## src/rtl/dac_sample_feeder_pkg.sv

```systemverilog
// Shared constants for the DAC8411 sample feeder: SPI frame timing and
// the power-down encodings carried alongside each sample.
package dac_sample_feeder_pkg;

    // One DAC8411 frame is 2 power bits + 16 data bits.
    localparam int FRAME_LEN  = 18;
    // A frame plus one idle cycle with chip select high.
    localparam int MIN_PERIOD = FRAME_LEN + 1;

    // DAC8411 power-down modes (PD1:PD0).
    localparam logic [1:0] PWR_NORMAL = 2'b00;
    localparam logic [1:0] PWR_1K     = 2'b01;
    localparam logic [1:0] PWR_100K   = 2'b10;
    localparam logic [1:0] PWR_HIZ    = 2'b11;

endpackage

```

## src/rtl/sample_fifo.sv

```systemverilog
// Small sample buffer between the DDS datapath and the DAC update timer.
// A push against a full buffer is still taken when a pop happens in the
// same cycle, so a producer holding valid is not stalled for an extra
// update period.
module sample_fifo
    import dac_sample_feeder_pkg::*;
#(
    parameter  int WORD_WIDTH = 16,
    parameter  int FIFO_DEPTH = 4,
    localparam int PTR_W      = $clog2(FIFO_DEPTH),
    localparam int LVL_W      = PTR_W + 1
) (
    input  logic                  clk,
    input  logic                  rst,
    input  logic                  push,
    input  logic [WORD_WIDTH-1:0] push_data,
    input  logic                  pop,
    output logic [WORD_WIDTH-1:0] head,
    output logic [LVL_W-1:0]      level,
    output logic                  full,
    output logic                  empty
);

    logic [FIFO_DEPTH-1:0][WORD_WIDTH-1:0] mem;
    logic [PTR_W-1:0]                      wr_ptr;
    logic [PTR_W-1:0]                      rd_ptr;
    logic                                  do_push;
    logic                                  do_pop;

    assign full    = (level == LVL_W'(FIFO_DEPTH));
    assign empty   = (level == '0);
    // An empty buffer never pops, even if a push lands in the same cycle.
    assign do_pop  = pop && !empty;
    assign do_push = push && (!full || do_pop);
    assign head    = mem[rd_ptr];

    // Storage write; contents need no reset since level guards every read.
    always_ff @(posedge clk) begin
        if (do_push) begin
            mem[wr_ptr] <= push_data;
        end
    end

    // Pointers wrap naturally (power-of-two depth); level tracks occupancy.
    always_ff @(posedge clk or posedge rst) begin
        if (rst) begin
            wr_ptr <= '0;
            rd_ptr <= '0;
            level  <= '0;
        end else begin
            if (do_push) begin
                wr_ptr <= wr_ptr + 1'b1;
            end
            if (do_pop) begin
                rd_ptr <= rd_ptr + 1'b1;
            end
            case ({do_push, do_pop})
                2'b10:   level <= level + 1'b1;
                2'b01:   level <= level - 1'b1;
                default: level <= level;
            endcase
        end
    end

endmodule

```

## src/rtl/dac_sample_feeder.sv

```systemverilog
// Paces buffered DDS samples into a DAC8411 SPI main: a programmable
// update timer issues one load per period, re-sending the previous word
// when the buffer runs dry and skipping the update if the SPI main is
// still mid-frame. Requires DIV_WIDTH >= 5 so the minimum period fits.
module dac_sample_feeder
    import dac_sample_feeder_pkg::*;
#(
    parameter  int WORD_WIDTH = 16,
    parameter  int FIFO_DEPTH = 4,
    parameter  int DIV_WIDTH  = 8,
    localparam int LVL_W      = $clog2(FIFO_DEPTH) + 1
) (
    input  logic                  sys_clk,
    input  logic                  rst,
    input  logic                  enable,
    input  logic [DIV_WIDTH-1:0]  rate_div,
    input  logic [WORD_WIDTH-1:0] sample_in,
    input  logic                  sample_valid,
    output logic                  sample_ready,
    input  logic [1:0]            power_state_req,
    input  logic                  spi_csb,
    output logic                  load,
    output logic [WORD_WIDTH-1:0] parallel_in,
    output logic [1:0]            power_state,
    output logic [LVL_W-1:0]      fifo_level,
    output logic                  underrun,
    output logic                  overrun
);

    localparam logic [DIV_WIDTH-1:0] MIN_RELOAD = DIV_WIDTH'(MIN_PERIOD - 1);

    logic [DIV_WIDTH-1:0]  tmr_cnt;
    logic [DIV_WIDTH-1:0]  reload_val;
    logic                  tmr_armed;
    logic                  tick;
    logic                  fire;
    logic                  fifo_full;
    logic                  fifo_empty;
    logic [WORD_WIDTH-1:0] fifo_head;

    // Clamp the requested period so a full frame plus an idle cycle fits.
    always_comb begin
        reload_val = MIN_RELOAD;
        if (rate_div > MIN_RELOAD) begin
            reload_val = rate_div - 1'b1;
        end
    end

    // Down-counter; while disabled (or just out of reset) it keeps
    // reloading, so the first tick after enable rises is a full period out.
    always_ff @(posedge sys_clk or posedge rst) begin
        if (rst) begin
            tmr_cnt   <= MIN_RELOAD;
            tmr_armed <= 1'b0;
        end else if (!enable || !tmr_armed) begin
            tmr_cnt   <= reload_val;
            tmr_armed <= enable;
        end else if (tmr_cnt == '0) begin
            tmr_cnt   <= reload_val;
        end else begin
            tmr_cnt   <= tmr_cnt - 1'b1;
        end
    end

    assign tick = enable && tmr_armed && (tmr_cnt == '0);
    // Update only when the SPI main is idle; the !load term keeps loads
    // non-adjacent regardless of the period.
    assign fire = tick && spi_csb && !load;

    // Held low through reset so nothing is offered while state is cleared.
    assign sample_ready = !rst && !fifo_full;

    sample_fifo #(
        .WORD_WIDTH (WORD_WIDTH),
        .FIFO_DEPTH (FIFO_DEPTH)
    ) u_fifo (
        .clk       (sys_clk),
        .rst       (rst),
        .push      (sample_valid),
        .push_data (sample_in),
        .pop       (fire),
        .head      (fifo_head),
        .level     (fifo_level),
        .full      (fifo_full),
        .empty     (fifo_empty)
    );

    // Load generation. parallel_in only changes on a load, so it doubles
    // as the last-sent sample that an underrun repeats.
    always_ff @(posedge sys_clk or posedge rst) begin
        if (rst) begin
            load        <= 1'b0;
            parallel_in <= '0;
            power_state <= PWR_NORMAL;
            underrun    <= 1'b0;
            overrun     <= 1'b0;
        end else begin
            load <= 1'b0;
            if (fire) begin
                load        <= 1'b1;
                power_state <= power_state_req;
                if (fifo_empty) begin
                    underrun <= 1'b1;
                end else begin
                    parallel_in <= fifo_head;
                end
            end else if (tick && !spi_csb) begin
                overrun <= 1'b1;
            end
        end
    end

endmodule

```

## config.mk

```make
export PLATFORM = sky130hd
export DESIGN_NAME = dac_sample_feeder
export DESIGN_NICKNAME = d
export VERILOG_FILES = /design/src/rtl/dac_sample_feeder_pkg.sv /design/src/rtl/sample_fifo.sv /design/src/rtl/dac_sample_feeder.sv
export SDC_FILE = /design/constraint.sdc
export NUM_CORES = 1
export LEC_CHECK = 0
export ABC_AREA = 1
export ABC_CLOCK_PERIOD_IN_PS = 2800
export BUFFER_PORTS_ARGS = -buffer_cell sky130_fd_sc_hd__buf_2
export CORE_MARGIN = 10
export CORE_UTILIZATION = 57
export CTS_BUF_LIST = sky130_fd_sc_hd__clkbuf_16
export DETAILED_ROUTE_END_ITERATION = 6
export PLACE_DENSITY = 0.78
export SYNTH_ARGS = -nofsm -noshare
export SYNTH_HDL_FRONTEND = slang
export SYNTH_SLANG_ARGS = --single-unit
export TNS_END_PERCENT = 100
```

## constraint.sdc

```tcl
create_clock -name sys_clk -period 2.8 [get_ports sys_clk]
set_input_delay 0.14 -clock sys_clk [delete_from_list [all_inputs] [get_ports sys_clk]]
set_output_delay 0.14 -clock sys_clk [all_outputs]
set_load 0.02 [all_outputs]
```

; Yosys cells after proc, flatten, opt, wreduce, memory -nomap -nowiden
; Cells that the tools add are included.
[classes]
addsub = 6
order_cmp = 4
n_eq_ne = 3
mux = 10
bitwise = 2
reduce_logical = 24
[ops]
columns = operator, count
row1 = bitwise mux 64 bit, 1
row2 = binary-select mux 16 bit (select 2 bit), 1
row3 = demux 16 bit (select 2 bit), 1
row4 = 2-to-1 mux 16 bit, 2
row5 = 2-to-1 mux 8 bit, 3
row6 = subtractor 8 x 1 -> 8 bit (second input constant), 2
row7 = logical AND 1 bit, 9
row8 = greater-than comparator 8 x 5 -> 1 bit (second input constant), 1
row9 = logical NOT 8 bit, 1
row10 = logical NOT 1 bit, 7
row11 = less-than comparator 2 x 3 -> 1 bit (second input constant), 2
row12 = case mux 3 bit (2 select lines), 1
row13 = AND reduction 2 bit, 3
row14 = adder 2 x 1 -> 2 bit (second input constant), 2
row15 = adder 3 x 1 -> 3 bit (second input constant), 1
row16 = equality test 3 bit (second input constant), 1
row17 = logical NOT 3 bit, 1
row18 = subtractor 3 x 1 -> 3 bit (second input constant), 1
row19 = equality test 2 x 1 -> 1 bit (second input constant), 1
row20 = equality test 2 bit (second input constant), 1
row21 = greater-or-equal comparator 2 x 1 -> 1 bit (second input constant), 1
row22 = logical OR 1 bit, 2
row23 = NOT 1 bit, 2
row24 = nonzero test 2 bit, 1
row25 = 2-to-1 mux 1 bit, 1
[word_totals]
reg_bits = 101

; Depth between registers and ports, before layout
[depth]
ltp_word = 9
mapped_depth = 13

; Cells and area by module
; Synthesis repeated with hierarchy kept, for this count alone.
[hier_totals]
cells_unflattened = 426
hier_area_um2 = 4521.8
[by_module_without_submodules]
columns = module, instances, cells_each, area_each_um2, seq_area_each_um2
row1 = sample_fifo, 1, 235, 2946.6, 2097.0
row2 = dac_sample_feeder, 1, 191, 1575.3, 753.2

; Least setup slack after synthesis
; Ideal clock, no wire load.
[synth_path]
path_type = register to register
start = register tmr_cnt[0]
end = register u_fifo.level[2]
arrival_time_ns = 2.177
t_required_ns = 2.669
setup_slack_ns = 0.492
path_stages_with_launch = 14
n_path_buf = 1
synth_period_minus_slack_ns = 2.308
cell_sequence = dfrtp_1 -> inv_1 -> ha_1 -> nand2_2 -> nor2_8 -> nand4_4 -> buf_6 -> inv_1 -> ha_1 -> inv_1 -> fa_1 -> a21oi_1 -> o21ai_0 -> xor2_1
[synth_via]
elab_chain_cells = 9
word_cells_on_any_way = 11
[synth_rtl]
columns = element, line
row1 = "start, declared", dac_sample_feeder.sv:32  ; logic [DIV_WIDTH-1:0] tmr_cnt;
row2 = "start signal, assigned", dac_sample_feeder.sv:56  ; tmr_cnt <= reload_val;
row3 = "start signal, assigned", dac_sample_feeder.sv:59  ; tmr_cnt <= reload_val;
row4 = "start signal, assigned", dac_sample_feeder.sv:61  ; tmr_cnt <= tmr_cnt - 1'b1;
row5 = logical NOT 8 bit (*), dac_sample_feeder.sv:65  ; assign tick = enable && tmr_armed && (tmr_cnt == '0);
row6 = logical AND 1 bit (*), dac_sample_feeder.sv:65
row7 = logical AND 1 bit (*) (2 in series), dac_sample_feeder.sv:68  ; assign fire = tick && spi_csb && !load;
row8 = logical AND 1 bit (*), sample_fifo.sv:33  ; assign do_pop = pop && !empty;
row9 = net u_fifo.do_pop, sample_fifo.sv:28  ; logic do_pop;
row10 = logical OR 1 bit, sample_fifo.sv:34  ; assign do_push = push && (!full || do_pop);
row11 = logical AND 1 bit, sample_fifo.sv:34
row12 = equality test 2 x 1 -> 1 bit or equality test 2 bit (tied branches), sample_fifo.sv:57  ; case ({do_push, do_pop})
row13 = case mux 3 bit (2 select lines) or nonzero test 2 bit (tied branches), -
row14 = "end signal, assigned", sample_fifo.sv:58  ; 2'b10: level <= level + 1'b1;
row15 = "end signal, assigned", sample_fifo.sv:59  ; 2'b01: level <= level - 1'b1;
row16 = "end signal, assigned", sample_fifo.sv:60  ; default: level <= level;
row17 = "end, declared", sample_fifo.sv:19  ; output logic [LVL_W-1:0] level,
; Mark *: on every way through the listed nets, which the timed path passes. The rest lies on a longest branch.
; A chain may end at the register's enable or synchronous reset.

; Worst setup path after layout
[layout_path]
start = register tmr_cnt[1]
end = register u_fifo.level[2]
[layout_via]
elab_chain_cells = 9
word_cells_on_any_way = 11
[layout_rtl]
columns = element, line
row1 = logical NOT 8 bit (*), dac_sample_feeder.sv:65
row2 = logical AND 1 bit (*), dac_sample_feeder.sv:65
row3 = logical AND 1 bit (*) (2 in series), dac_sample_feeder.sv:68
row4 = logical AND 1 bit (*), sample_fifo.sv:33
row5 = logical OR 1 bit, sample_fifo.sv:34
row6 = logical AND 1 bit, sample_fifo.sv:34
row7 = equality test 2 x 1 -> 1 bit or equality test 2 bit (tied branches), sample_fifo.sv:57
row8 = case mux 3 bit (2 select lines) or nonzero test 2 bit (tied branches), -
; Every way passes the cells marked *; elsewhere a longest branch is shown, timed or not.

==> summary.md <==
| Metric | Value |
|---|---|
| Worst setup path end | `u_fifo.level[2]` |
| Crit Path Max Fanout | `7` |
| Setup TNS | `0 ns` |
| Cell count after synthesis | `395` |
| Post-Synth Adder-Cell Area | `2.97%` |
| Min Tclk post-route | `2.47 ns` |
| Data required, critical path | `3.02 ns` |
| H-Tree Depth | `3` |
| Most frequent cells in the layout | `nor2_1 (66), edfxtp_1 (64), buf_2 (55), o21ai_0 (51), inv_1 (43)` |
| Worst setup path start | `tmr_cnt[1]` |
| Post-DP HPWL | `5540 um` |
| Global placer's final weighted congestion | `0.805` |
| Final setup viols | `0` |
| Synth cell types | `34` |
| Hold Buf Count CTS | `5` |
| Worst-Margin Slew | `0.620 ns` |
| Worst-path clk slew | `0.07 ns` |
| Syn Nets | `436` |
| Worst setup EP type | `flop` |
| DR pass1 iterations | `4` |
| Synth Area in XOR/XNOR | `2.75%` |
| Slew headroom | `58.7%` |
| Vias/cell | `5.01` |
| Max Fclk | `0.405 GHz` |
| RSZ-0062 raised after global routing | `no` |
| Post-cts sizing count | `0` |
| 1st-iter DRT viols | `146` |
| Antenna Cells | `0` |
| Row cnt | `32` |
| VDD IR max | `0.460 mV` |
| Total power | `3.86 mW` |
| Fin. Hold Viols | `0` |
| Tcrit/Tclk final | `88.2%` |
| Routed wire length | `8290 um` |
| Status | `finished clean` |
| Antenna Violating Nets Remaining | `0` |
| Layout filler cell count | `574` |
| Highest metal layer with signal wires | `met4` |
| Startpoint Class | `flop` |
| Commonest non-fill, non-tap cell in the layout | `nor2_1` |
| First-pass GRT wire length | `13,900 um` |
| PwrDens | `740 nW/um^2` |
| CP cell instances | `inv_1 > ha_1 > nand2_2 > nor2_8 > nand3_2 > nand2_1 > nand2_2 > ha_1 > inv_1 > fa_1 > a21oi_1 > o21ai_0 > xor2_1` |
| Drt drc | `0` |
| Largest family of logic cells by synthesized area | `simple AND/OR/NAND/NOR gates` |
| Register area share after synthesis | `63.9%` |
| IO Port Bufs | `55` |
| Routed met1 length | `3660 um` |
| Max-cap violations | `0` |
| Yosys warns | `0` |
| Storage cell area | `2850 um^2` |
| WL met3 | `414 um` |
| GR Overflow Total | `0` |
| Chip width | `108 um` |
| Pre-CTS WS | `0.318 ns` |
| Leak Pwr | `2.24 nW` |
| Initial antenna violation count | `0` |
| Clock skew | `0.00649 ns` |
| Post-synthesis compound-gate area fraction | `10.8%` |
| Reg2reg setup slack | `0.33 ns` |
| Finished Core Util | `67.8%` |
| R2r endpoint | `u_fifo.level[2]` |
| Die ar. | `11,800 um^2` |
| WP depth | `13` |
| Critical path type | `reg2reg` |
| Mux share of post-synthesis cell area | `0%` |
| CP max stage delay | `0.53 ns` |
| Core area | `7690 um^2` |
| CP bufs+invs | `2` |
| Clk_lat worst skew | `0.34 ns` |
| Reg2reg start | `tmr_cnt[1]` |
| CP arrival | `2.69 ns` |
| Number of global-route vias before repair | `2,872` |
| Clock buffer depth | `2` |
| Starting Density | `58.0%` |
| HP Class | `in2reg` |
| Max-slew violation count | `0` |
| Netlist Area Pre-Place | `4460 um^2` |
| Root buffer cell | `clkbuf_16` |
| CP max-delay cell | `dfstp_2` |
| CP delay by family, top | `adder cells` |
| Drt wl/cell | `14.6 um` |
| Die H | `108 um` |
| Share of cells above drive strength 1 | `26.4%` |
| CTS tree | `yes` |
| Area occupied by multi-input gates | `1350 um^2` |
| Final worst-path setup slack | `0.329 ns` |
| Via count | `2,845` |
| Met2 wire length | `4170 um` |
| Pin count of the biggest net entering global routing | `38` |
| Area delta synth->final | `16.9%` |
| #FFs+latches synth | `101` |
| Final nets | `502` |
| Setup Fix Bufs, Post-CTS | `0` |
| Number of buffers created by CTS | `9` |
| Worst r2r path cells | `13` |
| GRT Overall Usage | `15.1%` |
| Post-synthesis area per instance | `11.3 um^2` |
| # IOs | `56` |
| Simple logic cell fraction of the synthesized area | `13.9%` |
| Clock sink total | `101` |
==> final cells by class <==
class	count	area share [%]
flip-flops and latches	101	54.7
clock inverters	7	1.66
multi-input cells	235	26.0
repair buffers	70	7.78
well taps	102	2.45
inverters	44	3.17
clock buffers	9	4.32
==> per-stage QoR <==
stage / hold slack, ns / instance area (um^2) / cells
6_report: 0.00909 / 5210 / 568
5_1_grt: 0.00504 / 5210 / 568
4_1_cts: 0.00144 / 5190 / 566
3_5_place_dp: 0.269 / 4830 / 545
3_3_place_gp: 0.266 / 4830 / 545
2_1_floorplan: 0.238 / 4460 / 395
==> kinds of logic (layout without fill, tap and decap cells) <==
family	Yosys count	count (layout)
DFF	101	101
and+or+nand+nor	132	132
buffers and inverters	59	130
xor gates and xnor gates	14	14
adders and majority gates	10	10
AOI/OAI and AO/OA	79	79
==> power by group <==
group	total [mW]	leakage, nW	internal (mW)	switching (mW)
logic	0.668	1.11	0.222	0.447
clock network	1.23	0.151	0.640	0.595
registers	1.96	0.980	1.86	0.100
==> how the worst min path moves through the flow <==
stage	start	end	slack, ns	cells past startpoint
5_1_grt	sample_in[9]	u_fifo.mem[57]	0.005	1
3_3_place_gp	enable	tmr_armed	0.27	1
2_1_floorplan	enable	tmr_armed	0.24	1
4_1_cts	sample_in[8]	u_fifo.mem[56]	0.001	1
6_report	sample_in[5]	u_fifo.mem[53]	0.009	1
3_5_place_dp	enable	tmr_armed	0.27	1
==> per-layer routing <==
layer / up-vias / global-route usage (%)
met4: 0 / 6.40
li1: 1448 / -
met2: 71 / 24.8
met3: 2 / 3.51
met1: 1324 / 18.7
met5: - / 0
==> state kept, by name, indices dropped and copies added, names as in the netlist <==
signal / cells
load: 1
power_state: 2
tmr_armed: 1
parallel_in: 16
u_fifo.level: 3
tmr_cnt: 8
u_fifo.rd_ptr: 2
u_fifo.mem: 64
underrun: 1
overrun: 1
u_fifo.wr_ptr: 2
==> Yosys cell counts <==
cell type | instances | share of area, %
nand2_2 | 2 | 0.28
ha_1 | 9 | 2.5
a21oi_1 | 1 | 0.11
or2_2 | 2 | 0.28
xor2_1 | 8 | 1.6
dfrtp_1 | 35 | 20
o21bai_1 | 2 | 0.34
nor2_2 | 14 | 2.0
nand4_4 | 1 | 0.48
nand2_1 | 28 | 2.4
clkbuf_1 | 3 | 0.25
a21oi_2 | 16 | 3.1
xnor2_1 | 6 | 1.2
edfxtp_1 | 64 | 43
nor2_8 | 1 | 0.45
o21ai_1 | 4 | 0.45
nor3_1 | 2 | 0.22
buf_6 | 3 | 0.76
dfstp_2 | 2 | 1.2
nand2_4 | 1 | 0.25
buf_2 | 9 | 1.0
inv_1 | 43 | 3.6
o22ai_1 | 2 | 0.28
nand4_1 | 3 | 0.42
inv_2 | 1 | 0.084
fa_1 | 1 | 0.45
o211ai_1 | 1 | 0.17
a31o_2 | 1 | 0.20
o21ai_4 | 1 | 0.36
nand3_1 | 10 | 1.1
nor2_1 | 66 | 5.6
o21ai_0 | 51 | 5.7
nand3_2 | 1 | 0.22
nor2_4 | 1 | 0.25
No activity file was read; power rests on OpenSTA's default activity.
